## config.mk

```make
export PLATFORM = sky130hd
export DESIGN_NAME = mmio_uart_tx
export DESIGN_NICKNAME = d
export VERILOG_FILES = /design/src/rtl/mmio_uart_tx.sv
export SDC_FILE = /design/constraint.sdc
export NUM_CORES = 1
export LEC_CHECK = 0
export BUFFER_PORTS_ARGS = -buffer_cell sky130_fd_sc_hd__buf_2
export CORE_UTILIZATION = 35
export CTS_BUF_LIST = sky130_fd_sc_hd__clkbuf_4 sky130_fd_sc_hd__clkbuf_8
export DETAILED_ROUTE_END_ITERATION = 8
export GPL_TIMING_DRIVEN = 0
export SETUP_SLACK_MARGIN = 0.05
export SYNTH_ARGS = -nofsm -noshare
export SYNTH_HDL_FRONTEND = slang
export SYNTH_SLANG_ARGS = --single-unit
```

## constraint.sdc

```tcl
create_clock -name clk -period 7.7 [get_ports clk]
set_clock_uncertainty 0.2 [all_clocks]
set_input_delay 0 -clock clk [delete_from_list [all_inputs] [get_ports clk]]
set_output_delay 0 -clock clk [all_outputs]
set_load 0.01 [all_outputs]
```

## src/rtl/mmio_uart_tx.sv

```systemverilog
// mmio_uart_tx: MEM-stage mapped 8N1 UART transmitter with a small byte FIFO.
// Ports: clk/reset(async, low), AddrM/WriteDataM/MemWriteM in, ReadDataM/SelM/tx/irq out.
module mmio_uart_tx #(
  parameter logic [31:0] BASE_ADDR    = 32'h0000_1000,
  parameter int          CLKS_PER_BIT = 16,
  parameter int          FIFO_DEPTH   = 4
) (
  input  logic        clk,
  input  logic        reset,
  input  logic [31:0] AddrM,
  input  logic [31:0] WriteDataM,
  input  logic        MemWriteM,
  output logic [31:0] ReadDataM,
  output logic        SelM,
  output logic        tx,
  output logic        irq
);

  localparam int AW = $clog2(FIFO_DEPTH);
  localparam int PW = AW + 1;
  localparam logic [15:0] DIV_RST = 16'(CLKS_PER_BIT);

  typedef enum logic [1:0] {
    IDLE,
    START,
    DATA,
    STOP
  } txState_e;

  // address decode
  logic       hit;
  logic [1:0] regSel;
  logic       rdStatus;
  logic       rdDiv;
  logic       wrTx;
  logic       wrStatus;
  logic       wrDiv;

  assign hit      = AddrM[31:4] == BASE_ADDR[31:4];
  assign regSel   = AddrM[3:2];
  assign SelM     = hit;
  assign rdStatus = hit && (regSel == 2'd1);
  assign rdDiv    = hit && (regSel == 2'd2);
  assign wrTx     = hit && MemWriteM && (regSel == 2'd0);
  assign wrStatus = hit && MemWriteM && (regSel == 2'd1);
  assign wrDiv    = hit && MemWriteM && (regSel == 2'd2);

  logic unusedBits;
  assign unusedBits = ^{AddrM[1:0], WriteDataM[31:16]};

  // FIFO
  logic [7:0]    fifoMem [FIFO_DEPTH];
  logic [PW-1:0] wrPtr;
  logic [PW-1:0] rdPtr;
  logic          empty;
  logic          full;
  logic          push;
  logic          drop;
  logic          pop;

  // extra pointer bit distinguishes full from empty when indices match
  assign empty = wrPtr == rdPtr;
  assign full  = (wrPtr[PW-1] != rdPtr[PW-1]) &&
                 (wrPtr[AW-1:0] == rdPtr[AW-1:0]);

  // full is sampled before any same-cycle pop, so a push into a
  // full FIFO is dropped even while the head is leaving
  assign push = wrTx && !full;
  assign drop = wrTx && full;

  always_ff @(posedge clk) begin
    if (push) begin
      fifoMem[wrPtr[AW-1:0]] <= WriteDataM[7:0];
    end
  end

  always_ff @(posedge clk or negedge reset) begin
    if (!reset) begin
      wrPtr <= '0;
      rdPtr <= '0;
    end else begin
      if (push) begin
        wrPtr <= wrPtr + PW'(1);
      end
      if (pop) begin
        rdPtr <= rdPtr + PW'(1);
      end
    end
  end

  // control registers
  logic        ovf;
  logic [15:0] div;

  always_ff @(posedge clk or negedge reset) begin
    if (!reset) begin
      ovf <= 1'b0;
      div <= DIV_RST;
    end else begin
      // a dropped push wins over a clear in the same cycle
      if (drop) begin
        ovf <= 1'b1;
      end else if (wrStatus && WriteDataM[3]) begin
        ovf <= 1'b0;
      end
      if (wrDiv) begin
        div <= (WriteDataM[15:0] == 16'd0) ? 16'd1 : WriteDataM[15:0];
      end
    end
  end

  // serialiser
  txState_e    state;
  txState_e    stateNext;
  logic [7:0]  shift;
  logic [7:0]  shiftNext;
  logic [15:0] bitDiv;
  logic [15:0] bitDivNext;
  logic [15:0] cycCnt;
  logic [15:0] cycNext;
  logic [2:0]  bitCnt;
  logic [2:0]  bitNext;
  logic        txNext;
  logic        bitDone;
  logic        busy;

  assign busy    = state != IDLE;
  assign pop     = (state == IDLE) && !empty;
  assign bitDone = cycCnt == (bitDiv - 16'd1);

  always_ff @(posedge clk or negedge reset) begin
    if (!reset) begin
      state  <= IDLE;
      shift  <= 8'd0;
      bitDiv <= DIV_RST;
      cycCnt <= 16'd0;
      bitCnt <= 3'd0;
      tx     <= 1'b1;
      irq    <= 1'b1;
    end else begin
      state  <= stateNext;
      shift  <= shiftNext;
      bitDiv <= bitDivNext;
      cycCnt <= cycNext;
      bitCnt <= bitNext;
      tx     <= txNext;
      irq    <= (state == IDLE) && empty;
    end
  end

  always_comb begin
    stateNext  = state;
    shiftNext  = shift;
    bitDivNext = bitDiv;
    cycNext    = cycCnt;
    bitNext    = bitCnt;
    unique case (state)
      IDLE: begin
        if (!empty) begin
          stateNext  = START;
          shiftNext  = fifoMem[rdPtr[AW-1:0]];
          // divisor is frozen for the whole frame
          bitDivNext = div;
          cycNext    = 16'd0;
          bitNext    = 3'd0;
        end
      end
      START: begin
        if (bitDone) begin
          stateNext = DATA;
          cycNext   = 16'd0;
        end else begin
          cycNext = cycCnt + 16'd1;
        end
      end
      DATA: begin
        if (bitDone) begin
          cycNext   = 16'd0;
          shiftNext = shift >> 1;
          if (bitCnt == 3'd7) begin
            stateNext = STOP;
          end else begin
            bitNext = bitCnt + 3'd1;
          end
        end else begin
          cycNext = cycCnt + 16'd1;
        end
      end
      STOP: begin
        if (bitDone) begin
          stateNext = IDLE;
          cycNext   = 16'd0;
        end else begin
          cycNext = cycCnt + 16'd1;
        end
      end
      default: begin
        stateNext = IDLE;
      end
    endcase
  end

  // line level is registered from the next state so tx is glitch-free
  always_comb begin
    txNext = 1'b1;
    unique case (stateNext)
      START:   txNext = 1'b0;
      DATA:    txNext = shiftNext[0];
      default: txNext = 1'b1;
    endcase
  end

  // read mux
  always_comb begin
    ReadDataM = 32'd0;
    unique case (1'b1)
      rdStatus: ReadDataM = {27'd0, irq, ovf, busy, empty, full};
      rdDiv:    ReadDataM = {16'd0, div};
      default:  ReadDataM = 32'd0;
    endcase
  end

endmodule

```

* After elaboration in Yosys (flattened, before gate mapping)
Memories as Yosys holds them, arrays and structs flattened.
Cells that the tools add are included.
** Storage, ports and cells
- Bits in writable memories :: 32
- Word-level logic and storage cells :: 82
- Bits in latches :: 0
- Output and inout bits :: 35
- Flip-flop bits (word level) :: 70
- Memories :: 1
- Bits in read-only memories :: 0
- Bits of input ports :: 67
** Cells by class
- Muxes and demuxes :: 23
- Bitwise gates (word level) :: 1
- Multiply operators :: 0
- Reductions and logical operators :: 24
- Divide/modulo/power cells :: 0
- Magnitude comparators :: 0
- Shift operators :: 0
- Eq/ne operators :: 16
- Add/subtract/negate cells :: 5
** Memory list
- fifoMem :: depth 4, width 8, read ports 1, clocked after Yosys merged registers in 0, wr ports 1, line 52 : logic [7:0] fifoMem [FIFO_DEPTH];
** Operators with widths (count)
- $pmux W16 S2 :: 2
- $mux W16 :: 3
- $eq A28 B9 Y1 const B :: 1
- $add A16 B1 Y16 const B :: 1
- $eq A16 B16 Y1 :: 1
- $logic_not A16 Y1 :: 1
- $mux W8 :: 2
- $pmux W8 S2 :: 1
- $sub A16 B1 Y16 const B :: 1
- $logic_and A1 B1 Y1 :: 12
- $mux W2 :: 5
- $add A3 B1 Y3 const B :: 3
- $mux W3 :: 3
- $eq A2 B2 Y1 const B :: 4
- $pmux W2 S4 :: 1
- $eq A2 B1 Y1 const B :: 3
- $ne A2 B2 Y1 const B :: 3
- $pmux W3 S2 :: 1
- $reduce_bool A2 Y1 :: 3
- $logic_not A2 Y1 :: 2
- $mux W1 :: 4
- $reduce_and A4 Y1 :: 1
- $eq A3 B3 Y1 :: 1
- $eq A3 B3 Y1 const B :: 1
- 8 further kinds :: 9

* Logic depth before layout (Yosys ltp)
- Depth after elaboration :: 6
- Mapped depth :: 12
- Mapped depth without buffers :: 9

* Worst setup path after synthesis
OpenSTA, ideal clock, no wires.
- Path type :: flip-flop to flip-flop
- Start :: register bitDiv[0]
- End :: register cycCnt[10]
- Data arrival time :: 2.776 ns
- Path buffers :: 2
- Path slack :: 4.598 ns
- Clock period less this slack :: 3.102 ns
- Data required time :: 7.374 ns
- Stages on the path, launching flop included :: 12
- Library setup time :: 0.126 ns
- Path through :: dfrtp_1 inv_1 ha_1 or3b_1 buf_2 or4_4 a211oi_2 o221ai_2 a2111oi_4 buf_6 nor2_4 a221o_1
** Between the ends
- Word-level cells in the longest chain between the ends :: 4
** RTL lines
- start, declared :: line 117 : logic [15:0] bitDiv;
- start signal, assigned :: line 143 : bitDiv <= bitDivNext;
- $sub A16 B1 Y16 :: line 129 : assign bitDone = cycCnt == (bitDiv - 16'd1);
- $eq A16 B16 Y1 :: line 129
- $mux W16 :: line 169, 177, 190
- $pmux W16 S2 :: line 157 : unique case (state)
- end signal, assigned :: line 144 : cycCnt <= cycNext;
- end, declared :: line 119 : logic [15:0] cycCnt;
No other way between the ends.
A chain may end at the register's enable or synchronous reset.

* Final worst setup path
- Start :: register bitDiv[2]
- End :: register shift[4]
** Between the ends
- Word-level cells in the longest chain between the ends :: 4
** RTL lines
- $sub A16 B1 Y16 :: line 129
- $eq A16 B16 Y1 :: line 129
- $ne A2 B2 Y1 (no source line)
- $reduce_and A3 Y1 (no source line)
- end signal, assigned :: line 142 : shift <= shiftNext;
- end, declared :: line 115 : logic [7:0] shift;
No other way between the ends.

==> flow_summary.ini <==
[global_route]
grt_util_all_layers = 0.1620
grt_overflow = 0
antenna_found_initial = 0
grt_pass1_wl_um = 20140
grt_pass1_vias = 4056
grt_max_degree = 71

[power_and_ir_drop]
ir_worst_vdd_mv = 0.07766
power_density_nw_per_um2 = 162.3
leakage_nw = 2.892

[finish]
num-fill-cells = 1451
final_layout_size_suffix_gt1_frac = 0.2404
multi_input_area_sq_um = 2482
diodes = 0
regArea_sq_um = 2718
area_growth_pct = 19.04
nets = 695
final_core_util = 0.4256

[timing]
post-route-period-util = 0.4521
setup_viol = 0
slew_viol_final = 0
setup_ws_ns = 4.219
finalHoldViolCount = 0
fmax_ghz = 0.2873
tightest_slew_ns = 1.047
finalCriticalPeriod_ns = 3.481
fin_setup_tns_ns = 0
rsz0062_at_grt = no
slew-limit-headroom = 0.2923

[detailed_routing]
ant_nets = 0
routed_wl_um = 12600
drt_pass1_iterations = 4
vias_per_cell = 5.138
vias = 4172
routedWlPerCell_um = 15.52
first_iter_violations = 173
drc = 0

[floorplan]
io-pin-count = 102
die_h_um = 126.6
fp.coreArea_sq_um = 15200
fp-row-count = 45
fp.dieArea_sq_um = 16030
die_x_um = 126.6
start_util = 0.3575

[synth]
yosysSeqAreaShare = 0.5000
syn_inst = 507
synth_edf_count = 32
yosysWarnings = 0
syn_area_per_cell_sq_um = 10.72
synth_cell_types = 69
synthArstFlopShare = 0.6863
synth-seq-cells = 102
synthFlopType = dfrtp_1
syn_area_sq_um = 5435

[min_path]
hold_path.class = input port to register

[placement]
numPortBuffers = 67
gp_congestion = 0.8211
pre_cts_slack_ns = 4.266
hpwl_um = 9138

[clocking]
cts_buffers = 9
cts.sinks = 102
htreeDepth = 3
path_clk_slew_ns = 0.12
cts_root_buffer = clkbuf_8
cts_buffer_depth = 2
cts_tree = yes
clkLatencyLatePin_ns = 0.38
cts_resized = 0
holdBufCountCts = 19
postCtsSetupBuffers = 0

[setup_path]
worstPathCellList = buf_6, nor4_1, nand4b_1, a211oi_1, o22ai_1, a2111oi_4, buf_6, and2_1, o21ai_0
path_max_fanout = 10
r2r_slack_ns = 4.22
setup.worst_path.class = register to register
path_delay_family = simple AND/OR/NAND/NOR gates
slowest_delay_ns = 0.84
cp.arrival_ns = 3.54
path_buf_inv = 2
cpMaxStageDelayCell = nor4_1
crit_top_cell = buf_6
crit_path_start_kind = register
required_ns = 7.76
end_kind = register

[run_status]
status = completed

[run]
cap_violations = 0
[path summary, 6_finish.rpt]
kind	endpoint	startpoint	depth (start not counted)
worst max-delay path	shift[4]$_DFFE_PN0P_	bitDiv[2]$_DFFE_PN0P_	9
worst min-delay path	wrPtr[0]$_DFFE_PN0P_	MemWriteM	5
worst max register to register	shift[4]$_DFFE_PN0P_	bitDiv[2]$_DFFE_PN0P_	9
worst min register to register	bitDiv[4]$_DFFE_PN1P_	div[4]$_DFFE_PN1P_	2
max in group asynchronous	cycCnt[8]$_DFFE_PN0N_	reset	2
min in group asynchronous	div[9]$_DFFE_PN0P_	reset	2
[layout make-up]
cell class / count / share of cell area
Tap cell: 188 / 0.03636
Multi-Input combinational cell: 368 / 0.3837
Clock buffer: 9 / 0.01915
Inverter: 8 / 0.004641
Sequential cell: 102 / 0.4200
Buffer: 44 / 0.04042
Timing Repair Buffer: 86 / 0.08161
Clock inverter: 7 / 0.01412
[report_power, final]
part,switching (mW),total (mW),internal [mW]
registers,0.0133,0.592,0.578
logic,0.0586,0.102,0.0432
clock network,0.222,0.357,0.135
[Yosys cell counts, types with 2 or more instances]
master	count	area share
ha_1	9	0.021
nor4b_1	6	0.0097
or3_1	5	0.0058
dfstp_2	4	0.019
o22ai_1	2	0.0023
clkbuf_1	17	0.012
and2_1	24	0.028
mux4_2	8	0.033
buf_1	2	0.0014
a21oi_1	6	0.0055
xnor2_1	19	0.031
nand4_1	4	0.0046
a211oi_1	2	0.0028
nand2b_1	3	0.0035
inv_1	8	0.0055
buf_6	4	0.0083
a22o_1	6	0.0097
edfxtp_1	32	0.18
nand2_1	88	0.061
or4_1	3	0.0041
and3b_1	2	0.0032
o21ai_0	17	0.016
nor3b_1	3	0.0041
a21boi_0	2	0.0028
and3_1	8	0.0092
nor3_1	10	0.0092
buf_2	4	0.0037
a221o_1	6	0.011
a31oi_1	7	0.0081
mux2i_1	4	0.0074
nor2b_1	4	0.0046
buf_4	16	0.022
dfrtp_1	66	0.30
mux2_2	17	0.035
xor2_1	8	0.013
nor2_1	17	0.012
or2_2	3	0.0035
nand3_1	13	0.012
nor4_1	14	0.016
a211o_1	3	0.0048
o211ai_1	2	0.0028
or3b_2	2	0.0032
[state kept, by name, summed over array words and instances (netlist names)]
signal and cells:
state 2, cycCnt 16, irq 1, div 16, fifoMem 32, shift 8, bitDiv 16, tx 1
ovf 1, wrPtr 3, bitCnt 3, rdPtr 3
[per-layer routing]
layer  wire [um]  vias to the layer above  track usage
li1            -                     2017            -
met2        6072                      125       0.2756
met3         497                       23      0.01814
met4         295                        0      0.07158
met1        5736                     2007       0.2088
met5           0                        -            0
[stage by stage]
stage                     cells  area, sq um  power, mW  hold slack (ns)
final                       812         6470      1.050          0.03546
after global routing        812         6470      1.089          0.09285
after CTS                   812         6470      1.057          0.02715
after detailed placement    777         6065     0.6985        -0.005654
after global placement      777         6062     0.6944          0.05004
after floorplan             522         5492     0.6545          -0.4956
[worst min-delay path: cells and delay by family]
kind	cells	cell delay, ns
XOR/XNOR	1	0.06
AND/OR/NAND/NOR	2	0.27
buffers and inverters	2	0.25
[cells by family (layout without fill, tap and decap cells)]
family,Yosys count,after routing,synth area share
DFF,102,102,0.5000
xor gates and xnor gates,27,27,0.04351
adders and majority gates,9,9,0.02072
other,1,16,0.0006899
buffers and inverters,52,154,0.05364
AOI/OAI and AO/OA,68,68,0.09461
and+or+nand+nor,218,218,0.2090
muxes,30,30,0.07781
[cell usage in the layout, fill, tap and decap left out, drive strengths merged, types with 5 or more instances in the layout]
master	n
xor2	8
edfxtp	32
a21oi	6
and2	24
buf	93
inv	12
a31oi	7
a221o	6
dfrtp	66
mux4	8
o21ai	17
and3	8
clkbuf	27
nor2	18
mux2	18
nor3	11
a22o	6
or3	5
nand2	88
nor4b	6
nor4	14
dlygate4sd3	19
nand3	13
xnor2	19
conb	16
ha	9
(Power assumes the default switching activity.)
